<file path="config.mk">
export PLATFORM = sky130hd
export DESIGN_NAME = calc_ctrl
export DESIGN_NICKNAME = d
export VERILOG_FILES = /design/src/rtl/calc_ctrl.sv
export SDC_FILE = /design/constraint.sdc
export NUM_CORES = 1
export LEC_CHECK = 0
export ABC_AREA = 1
export CORE_MARGIN = 1
export CORE_UTILIZATION = 50
export DETAILED_ROUTE_END_ITERATION = 6
export PLACE_DENSITY = 0.76
export SYNTH_ARGS = -nofsm -noshare
export SYNTH_HDL_FRONTEND = slang
export SYNTH_SLANG_ARGS = --single-unit
</file>
<file path="constraint.sdc">
create_clock -name clk -period 7.83 [get_ports clk]
set_input_delay 1.566 -clock clk [delete_from_list [all_inputs] [get_ports clk]]
set_output_delay 1.566 -clock clk [all_outputs]
set_load 0.05 [all_outputs]
</file>
<file path="src/rtl/calc_ctrl.sv">
// Calculator sequencing controller: decimal operand entry, operation dispatch and result chaining.
// Define CALC_DIV_EN to build the 16-iteration restoring divider and enable the '/' key.
`timescale 1ns/1ps
module calc_ctrl #(
  parameter int unsigned OP_MAX = 9999
) (
  input  logic        clk,
  input  logic        rst,
  input  logic        key_valid,
  input  logic [3:0]  key_code,
  output logic [15:0] op_a,
  output logic [15:0] op_b,
  output logic [31:0] op_result,
  output logic [2:0]  current_state,
  output logic        neg,
  output logic        err,
  output logic        busy
);

  typedef enum logic [2:0] {
    StFirst    = 3'd0,
    StCalcul   = 3'd1,
    StSecond   = 3'd2,
    StEnter    = 3'd3,
    StResult   = 3'd4,
    StContinue = 3'd5
  } state_e;

  typedef enum logic [1:0] {OpAdd, OpSub, OpMul, OpDiv} op_e;

`ifdef CALC_DIV_EN
  localparam bit DivEn = 1'b1;
`else
  localparam bit DivEn = 1'b0;
`endif

  state_e      state_q, state_d;
  op_e         op_q, op_d;
  logic [15:0] a_q, a_d, b_q, b_d;
  logic [31:0] res_q, res_d;
  logic        neg_q, neg_d, err_q, err_d, busy_q, busy_d;

  logic        is_digit, is_op, is_eq, is_clr;
  logic [3:0]  op_tmp;
  op_e         op_sel;
  logic [31:0] a_ext, b_ext;
  logic        a_fits, b_fits;
  logic        clr_all, res_digit;

  always_comb begin
    is_digit = key_valid && (key_code <= 4'd9);
    is_op    = key_valid && ((key_code inside {4'd10, 4'd11, 4'd12}) ||
                             (DivEn && key_code == 4'd13));
    is_eq    = key_valid && (key_code == 4'd14);
    is_clr   = key_valid && (key_code == 4'd15);
    op_tmp   = key_code - 4'd10;
    op_sel   = op_e'(op_tmp[1:0]);
    a_ext    = 32'(a_q) * 32'd10 + 32'(key_code);
    b_ext    = 32'(b_q) * 32'd10 + 32'(key_code);
    a_fits   = a_ext <= OP_MAX;
    b_fits   = b_ext <= OP_MAX;
  end

`ifdef CALC_DIV_EN
  logic [15:0] dv_rem_q, dv_rem_d, dv_quo_q, dv_quo_d;
  logic [3:0]  dv_cnt_q, dv_cnt_d;
  logic        dv_run_q, dv_run_d;
  logic [15:0] src_rem, src_quo, step_rem, step_quo;
  logic [16:0] dv_shift, dv_diff;
  logic        dv_ge;

  // One restoring step; the first step seeds from A so the load and iteration 1 share an edge.
  always_comb begin
    src_rem  = dv_run_q ? dv_rem_q : 16'd0;
    src_quo  = dv_run_q ? dv_quo_q : a_q;
    dv_shift = {src_rem, src_quo[15]};
    dv_diff  = dv_shift - {1'b0, b_q};
    // Partial remainder < 2*B, so bit 16 of the difference is exactly the borrow.
    dv_ge    = ~dv_diff[16];
    step_rem = dv_ge ? dv_diff[15:0] : dv_shift[15:0];
    step_quo = {src_quo[14:0], dv_ge};
  end
`endif

  always_comb begin
    state_d   = state_q;
    op_d      = op_q;
    a_d       = a_q;
    b_d       = b_q;
    res_d     = res_q;
    neg_d     = neg_q;
    err_d     = err_q;
    clr_all   = 1'b0;
    res_digit = 1'b0;
`ifdef CALC_DIV_EN
    dv_run_d  = 1'b0;
    dv_rem_d  = dv_rem_q;
    dv_quo_d  = dv_quo_q;
    dv_cnt_d  = dv_cnt_q;
`endif

    if (is_clr && state_q != StEnter) begin
      clr_all = 1'b1;
    end else begin
      case (state_q)
        StFirst: begin
          if (is_digit) begin
            if (a_fits) a_d = a_ext[15:0];
          end else if (is_op) begin
            op_d    = op_sel;
            state_d = StCalcul;
          end
        end
        StCalcul, StContinue: begin
          if (is_op) begin
            op_d = op_sel;
          end else if (is_digit) begin
            b_d     = {12'd0, key_code};
            state_d = StSecond;
          end
        end
        StSecond: begin
          if (is_digit) begin
            if (b_fits) b_d = b_ext[15:0];
          end else if (is_eq) begin
            state_d = StEnter;
          end
        end
        StEnter: begin
          neg_d = 1'b0;
          unique case (op_q)
            OpAdd: begin
              res_d   = 32'(a_q) + 32'(b_q);
              state_d = StResult;
            end
            OpSub: begin
              neg_d   = a_q < b_q;
              res_d   = (a_q < b_q) ? 32'(b_q - a_q) : 32'(a_q - b_q);
              state_d = StResult;
            end
            OpMul: begin
              res_d   = 32'(a_q) * 32'(b_q);
              state_d = StResult;
            end
            OpDiv: begin
`ifdef CALC_DIV_EN
              if (b_q == 16'd0) begin
                res_d   = 32'd0;
                err_d   = 1'b1;
                state_d = StResult;
              end else if (dv_run_q && dv_cnt_q == 4'd15) begin
                res_d   = {16'd0, step_quo};
                state_d = StResult;
              end else begin
                dv_run_d = 1'b1;
                dv_rem_d = step_rem;
                dv_quo_d = step_quo;
                dv_cnt_d = dv_run_q ? dv_cnt_q + 4'd1 : 4'd1;
              end
`else
              res_d   = 32'd0;
              state_d = StResult;
`endif
            end
          endcase
        end
        StResult: begin
          if (is_op) begin
            if (res_q <= OP_MAX && !neg_q) begin
              a_d     = res_q[15:0];
              b_d     = 16'd0;
              op_d    = op_sel;
              neg_d   = 1'b0;
              state_d = StContinue;
            end else begin
              err_d = 1'b1;
            end
          end else if (is_digit) begin
            clr_all   = 1'b1;
            res_digit = 1'b1;
          end
        end
        default: clr_all = 1'b1;
      endcase
    end

    if (clr_all) begin
      state_d = StFirst;
      op_d    = OpAdd;
      a_d     = 16'd0;
      b_d     = 16'd0;
      res_d   = 32'd0;
      neg_d   = 1'b0;
      err_d   = 1'b0;
    end
    if (res_digit) a_d = {12'd0, key_code};
    busy_d = (state_d == StEnter);
  end

  always_ff @(posedge clk) begin
    if (rst) begin
      state_q  <= StFirst;
      op_q     <= OpAdd;
      a_q      <= 16'd0;
      b_q      <= 16'd0;
      res_q    <= 32'd0;
      neg_q    <= 1'b0;
      err_q    <= 1'b0;
      busy_q   <= 1'b0;
`ifdef CALC_DIV_EN
      dv_run_q <= 1'b0;
      dv_rem_q <= 16'd0;
      dv_quo_q <= 16'd0;
      dv_cnt_q <= 4'd0;
`endif
    end else begin
      state_q  <= state_d;
      op_q     <= op_d;
      a_q      <= a_d;
      b_q      <= b_d;
      res_q    <= res_d;
      neg_q    <= neg_d;
      err_q    <= err_d;
      busy_q   <= busy_d;
`ifdef CALC_DIV_EN
      dv_run_q <= dv_run_d;
      dv_rem_q <= dv_rem_d;
      dv_quo_q <= dv_quo_d;
      dv_cnt_q <= dv_cnt_d;
`endif
    end
  end

  assign op_a          = a_q;
  assign op_b          = b_q;
  assign op_result     = res_q;
  assign current_state = state_q;
  assign neg           = neg_q;
  assign err           = err_q;
  assign busy          = busy_q;

endmodule
</file>
==> key figures, run 1 <==
Worst setup path
  – Flop2flop setup slack: 0.84 ns
  – Arr. time, crit path: 7.21 ns
  – Top cell by count, worst path: fa_1
  – WS Path Type: register to register
  – Crit end category: register
  – Slowest CP cell: dfxtp_1
  – Critical path's largest stage delay: 1.19 ns
  – CP startpoint kind: register
  – Largest fanout on the critical path: 22
  – Cell Chain, Critical Path: ha_1, fa_1, inv_1, fa_1, fa_1, fa_1, inv_1, fa_1, inv_1, fa_1, inv_1, ha_1, inv_1, o21ai_0, a31oi_1, o21ai_0, a21oi_1, o21ai_0, xnor2_1, o21ai_0, nand2_1, a21oi_1
  – CP Data Required Time: 8.05 ns

Place
  – HPWL after detailed placement: 49300 µm
  – Buffers on Ports: 76
  – Routability cong.: 0.954
  – DP Area: 19000 µm²

Synth
  – Synthesized instance count: 2684
  – Post-synthesis average cell area: 6.62 µm²
  – Top cell type by total area after synthesis: fa_1
  – Synth area leaders: fa_1 (23%), ha_1 (15%), nand2_1 (14%)
  – Most frequent cells after synthesis: nand2_1 (680), inv_1 (584), ha_1 (214)
  – Post-synth net total: 3106
  – Async set or reset register ratio after synthesis: 0%
  – Synth warn: 0
  – Main flop type after synthesis: dfxtp_1
  – EDFF count, synth: 0
  – Yosys top cell area share: 22.6%
  – Count leader, synth: nand2_1
  – Synthesized cell area: 17800 µm²
  – Cell variety after synth: 49
  – Sequential area share after synthesis: 8.11%
  – Synthesis-stage register bit count: 72

Clock network
  – Setup Fix Bufs, Post-CTS: 0
  – CTS buffer count: 9
  – CTS Root Cell: clkbuf_16
  – Clock buffer depth: 2
  – Htree depth: 3
  – Cts hold-fix bufs: 0
  – Clock-pin slew on the worst setup and hold paths: 0.07 ns
  – CTS tree: yes
  – CTS Sinks: 72
  – Clk Latency, worst-skew pair: 0.37 ns
  – Cts repair resizes: 0

Detailed routing
  – Wire length on met1: 25900 µm
  – Drt first pass iters: 6
  – Via density per instance: 5.57
  – Via count: 17700
  – DR WL/cell: 19.2 µm
  – DR top layer: met4
  – Residual DRC: 0
  – Post-DRT Antenna Nets: 0
  – Met3 WL: 4590 µm
  – Iteration-0 DRC Markers: 1424
  – Met2 wire len: 27600 µm
  – WL final: 60800 µm

Floorplan
  – Core ar.: 34800 µm²
  – Die W: 191 µm
  – Site row count: 68
  – Area of the die: 36300 µm²
  – I/O Pins: 77
  – Die Y: 191 µm
  – Initial Utilization: 51.1%

Timing
  – Final Hold Vio Count: 0
  – Setup tns final: 0 ns
  – RSZ-0062 raised after global routing: false
  – Worst slew pin tran: 1.30 ns
  – Max Clock Skew: 0.00743 ns
  – Max Slew Vio Count: 0
  – Post-layout minimum cycle time: 6.99 ns
  – Max-Slew Margin vs Limit: 13.1%
  – Hold slack: 0.465 ns
  – Max Freq: 0.143 GHz
  – Endpoints failing setup: 0
  – Final period util: 89.3%

Final layout
  – # fillers: 3390
  – Nets: 3130
  – Layout area overhead: 8.50%
  – Diodes inserted: 0
  – Share of cells above drive strength 1: 4.05%
  – Post-route design area: 19300 µm²

GRT
  – First-pass GRT wire length: 95800 µm
  – Initial antenna violation count: 0
  – Vias in the first global route: 17700
  – Gr ovfl total: 0
  – Largest net degree at the start of global routing: 47
  – All-Layer GR Usage: 34.5%

Min path
  – Hold Path Class: register to register

Outcome
  – Outcome: completed

Power and ir drop
  – Leakage: 10.8 nW
  – Cell area power density: 236 nW/µm²
  – Worst VDD drop: 0.194 mV

Run
  – Max Cap Viol: 0
-- per-stage QoR --
step / util [%] / cells / setup WS [ns] / total power, mW
finish: 55.4 / 3168 / 0.836 / 4.55
floorplan: - / 2684 / 1.38 / 3.02
global placement: 54.6 / 3152 / 1.10 / 3.99
detailed placement: 54.6 / 3152 / 0.941 / 4.02
global route: 55.4 / 3168 / 0.473 / 4.95
CTS: 55.4 / 3168 / 0.942 / 4.49
-- cells by family after synthesis --
logic type | synth area share [%]
flip-flops | 8.11
buffers and inverters | 15.1
XOR/XNOR | 2.66
AO/OA/AOI/OAI | 11.2
AND/OR/NAND/NOR | 25.3
adder cells (fa/ha/maj) | 37.7
-- per-layer routing --
layer | track usage (%) | vias up
li1 | - | 8263
met1 | 45.6 | 8426
met2 | 56.4 | 810
met3 | 4.49 | 157
met4 | 14.8 | 0
met5 | 0 | -
-- registers in the layout, indices dropped and copies added (netlist names) --
name and cells:
op_a 16, busy 1, op_result 32, op_q 2
op_b 16, err 1, current_state 3, neg 1
-- placed cells by master, fill, tap and decap left out, types with 7 or more instances in the layout --
| cell type | n |
|---|---|
| inv_1 | 584 |
| nor2_1 | 184 |
| ha_1 | 214 |
| o21ai_0 | 126 |
| a21o_1 | 7 |
| o21a_1 | 11 |
| a21oi_1 | 163 |
| inv_2 | 8 |
| xor2_1 | 40 |
| or2_2 | 7 |
| dfxtp_1 | 72 |
| nand2_1 | 680 |
| fa_1 | 201 |
| clkbuf_16 | 9 |
| nor3_1 | 22 |
| xnor2_1 | 14 |
| a31oi_1 | 8 |
| buf_4 | 41 |
| nand4_1 | 22 |
| nor2_2 | 10 |
| nand2_2 | 8 |
| clkdlybuf4s50_1 | 76 |
| nand3_1 | 133 |
-- path summary, 6_finish.rpt --
kind,startpoint,endpoint,depth (start not counted)
max,op_b[5],op_result[18],22
min,err,err,2
min reg2reg,err,err,2
max reg2reg,op_b[5],op_result[18],22
-- critical path: cells and delay by family (launching register included) --
family                   cells  cell delay (ns)
AND/OR/NAND/NOR              1             0.11
buffers and inverters        5             0.32
XOR/XNOR                     1             0.29
flip-flops                   1             1.19
adder cells (fa/ha/maj)      8             3.55
AO/OA/AOI/OAI                7             1.37
-- final cells by class --
class	instances	area, µm²	area share, %
sequential	72	1440	7.47
inverter	593	2230	11.5
timing repair buffer	118	1090	5.64
tap	455	569	2.95
multi-input combinational	1914	13700	70.8
clock buffer	11	243	1.26
clock inverter	5	56.3	0.292
-- power breakdown --
group	leakage [nW]	total [mW]	switching, mW	internal, mW
registers	0.584	0.646	0.237	0.409
logic	10.1	3.46	2.35	1.11
clock network	0.145	0.450	0.195	0.256
total	10.8	4.55	2.78	1.77
(Power assumes the default switching activity.)
==> run 2, diff against run 1 <==
HOLD_SLACK_MARGIN = 0.03   (was not set)
==> results of run 2 <==
No change in the layout: final DEF, timing and power equal those of run 1.
==> run 3, diff against run 2 <==
RECOVER_POWER = 25   (was not set)
==> run 3 against run 2 <==
Compared with the run above:
- hold slack lost 0.0054 ns
- clock power is essentially flat
- critical path depth is the same
- clock-buffer cell count is the same
- core utilization is the same
- via count is essentially flat
- largest cell class unchanged
- largest power group unchanged
==> key figures, run 3 (synthesis results as in run 1) <==
Clock network
  – Cts hold-fix bufs: 0 (unchanged)
  – Clock-pin slew on the worst setup and hold paths: 0.07 ns (about the same)
  – Clock buffer depth: 2 (unchanged)
  – Cts repair resizes: 0 (unchanged)
  – Htree depth: 3 (unchanged)
  – CTS Sinks: 72 (unchanged)
  – Clk Latency, worst-skew pair: 0.37 ns (about the same)
  – CTS buffer count: 9 (unchanged)
  – CTS Root Cell: clkbuf_16
  – CTS tree: yes
  – Setup Fix Bufs, Post-CTS: 0 (unchanged)

Detailed routing
  – Drt first pass iters: 6 (unchanged)
  – DR WL/cell: 19.2 µm (+0.16%)
  – Post-DRT Antenna Nets: 0 (unchanged)
  – Via count: 17700 (+0.074%)
  – Residual DRC: 0 (unchanged)
  – WL final: 60900 µm (+0.16%)
  – Iteration-0 DRC Markers: 1427 (+0.21%)
  – Via density per instance: 5.58 (about the same)

Timing
  – Max Clock Skew: 0.00774 ns (+0.000312 ns)
  – Final Hold Vio Count: 0 (unchanged)
  – Final period util: 89.4% (about the same)
  – Worst setup margin: 0.831 ns (-0.00532 ns)
  – Max Slew Vio Count: 0 (unchanged)
  – RSZ-0062 raised after global routing: false
  – Max Freq: 0.143 GHz (about the same)
  – Max-Slew Margin vs Limit: 13.9% (+0.81 points)
  – Endpoints failing setup: 0 (unchanged)
  – Setup tns final: 0 ns (unchanged)
  – Hold slack: 0.460 ns (-0.00538 ns)
  – Post-layout minimum cycle time: 7.00 ns (+0.00532 ns)
  – Worst slew pin tran: 1.29 ns (-0.0122 ns)

Final layout
  – Nets: 3130 (unchanged)
  – Max reg flops: 32 (unchanged)
  – Reg area: 1440 µm² (unchanged)
  – Commonest non-fill, non-tap cell in the layout: nand2_1
  – Layout area overhead: 8.50% (unchanged)
  – # fillers: 3390 (unchanged)
  – Share of cells above drive strength 1: 4.05% (unchanged)
  – Final Non-Filler Cells: 3168 (unchanged)
  – Multi-input logic area: 13700 µm² (unchanged)
  – Commonest cells after routing, fill and taps aside: nand2_1 (680), inv_1 (584), ha_1 (214), fa_1 (201), nor2_1 (184)
  – Diodes inserted: 0 (unchanged)

Worst setup path
  – Arr. time, crit path: 7.22 ns (about the same)
  – CP startpoint kind: register
  – Top cell by count, worst path: fa_1
  – Cell Chain, Critical Path: ha_1, fa_1, inv_1, fa_1, fa_1, fa_1, inv_1, fa_1, inv_1, fa_1, inv_1, ha_1, inv_1, o21ai_0, a31oi_1, o21ai_0, a21oi_1, o21ai_0, xnor2_1, o21ai_0, nand2_1, a21oi_1
  – Slowest CP cell: dfxtp_1
  – Critical path's largest stage delay: 1.18 ns (about the same)
  – WS Path Type: register to register
  – CP Data Required Time: 8.05 ns (about the same)
  – Largest fanout on the critical path: 22 (unchanged)
  – Crit-path leading delay family: adder cells
  – Crit end category: register
  – Worst path buffer plus inverter count: 5 (unchanged)

GRT
  – Gr ovfl total: 0 (unchanged)
  – Initial antenna violation count: 0 (unchanged)
  – First-pass GRT wire length: 95800 µm (unchanged)
  – Vias in the first global route: 17700 (unchanged)
  – Largest net degree at the start of global routing: 47 (unchanged)
  – All-Layer GR Usage: 34.5% (unchanged)

Power and ir drop
  – Leakage: 10.9 nW (+1.2%)
  – Cell area power density: 236 nW/µm² (about the same)
  – Worst VDD drop: 0.194 mV (about the same)

Floorplan
  – Die Y: 191 µm (unchanged)
  – Site row count: 68 (unchanged)
  – Initial Utilization: 51.1% (unchanged)
  – Die W: 191 µm (unchanged)
  – Core ar.: 34800 µm² (unchanged)
  – Area of the die: 36300 µm² (unchanged)
  – I/O Pins: 77 (unchanged)

Outcome
  – Outcome: completed

Place
  – Inst Count DP: 3152 (unchanged)
  – Placement Setup Slack: 0.941 ns (unchanged)
  – Routability cong.: 0.954 (unchanged)
  – Buffers on Ports: 76 (unchanged)
  – HPWL after detailed placement: 49300 µm (unchanged)

Min path
  – Hold Path Class: register to register

Run
  – Max Cap Viol: 0 (unchanged)
[run 3: changes by cell type in the layout (fill, tap and decap cells not counted)]
cell	before	now
clkdlybuf4s50_1	76	41
dlygate4sd3_1	0	35
[run 3: metal layers]
metal  GRT usage (%)  wire length, µm  vias up
met5               0                0        -
li1                -                -     8265
met1            45.6            26000     8425
met2            56.4            27700      820
met4            14.8             2650        0
met3            4.49             4570      159
[run 3: per-stage QoR]
| stage | total power [mW] | area, µm² | util (%) |
|---|---|---|---|
| floorplan | 3.02 | 17800 | - |
| global placement | 3.99 | 19000 | 54.6 |
| detailed placement | 4.02 | 19000 | 54.6 |
| CTS | 4.49 | 19300 | 55.4 |
| global route | 4.95 | 19300 | 55.4 |
| finish | 4.56 | 19300 | 55.4 |
[run 3: path summary, 6_finish.rpt]
kind	start	end	slack (ns)	cells past startpoint
max	op_b[5]	op_result[18]	0.83	22
min	err	err	0.46	2
max reg2reg	op_b[5]	op_result[18]	0.83	22
min reg2reg	err	err	0.46	2
[run 3: tightest hold or removal path: stages, from the launching register on]
cell and delay (ns):
dfxtp_1 0.31, inv_1 0.05, a21oi_1 0.05
[run 3: layout make-up]
class                           instances  area share [%]
Multi-Input combinational cell       1914            70.8
Tap cell                              455            2.95
Sequential cell                        72            7.47
Timing Repair Buffer                  118            5.64
Inverter                              593            11.5
Clock buffer                           11            1.26
Clock inverter                          5           0.292
[run 3: power by group]
| part | internal (mW) | total, mW | switching (mW) |
|---|---|---|---|
| registers | 0.409 | 0.646 | 0.237 |
| clock network | 0.256 | 0.451 | 0.196 |
| logic | 1.11 | 3.46 | 2.35 |
| total | 1.77 | 4.56 | 2.79 |
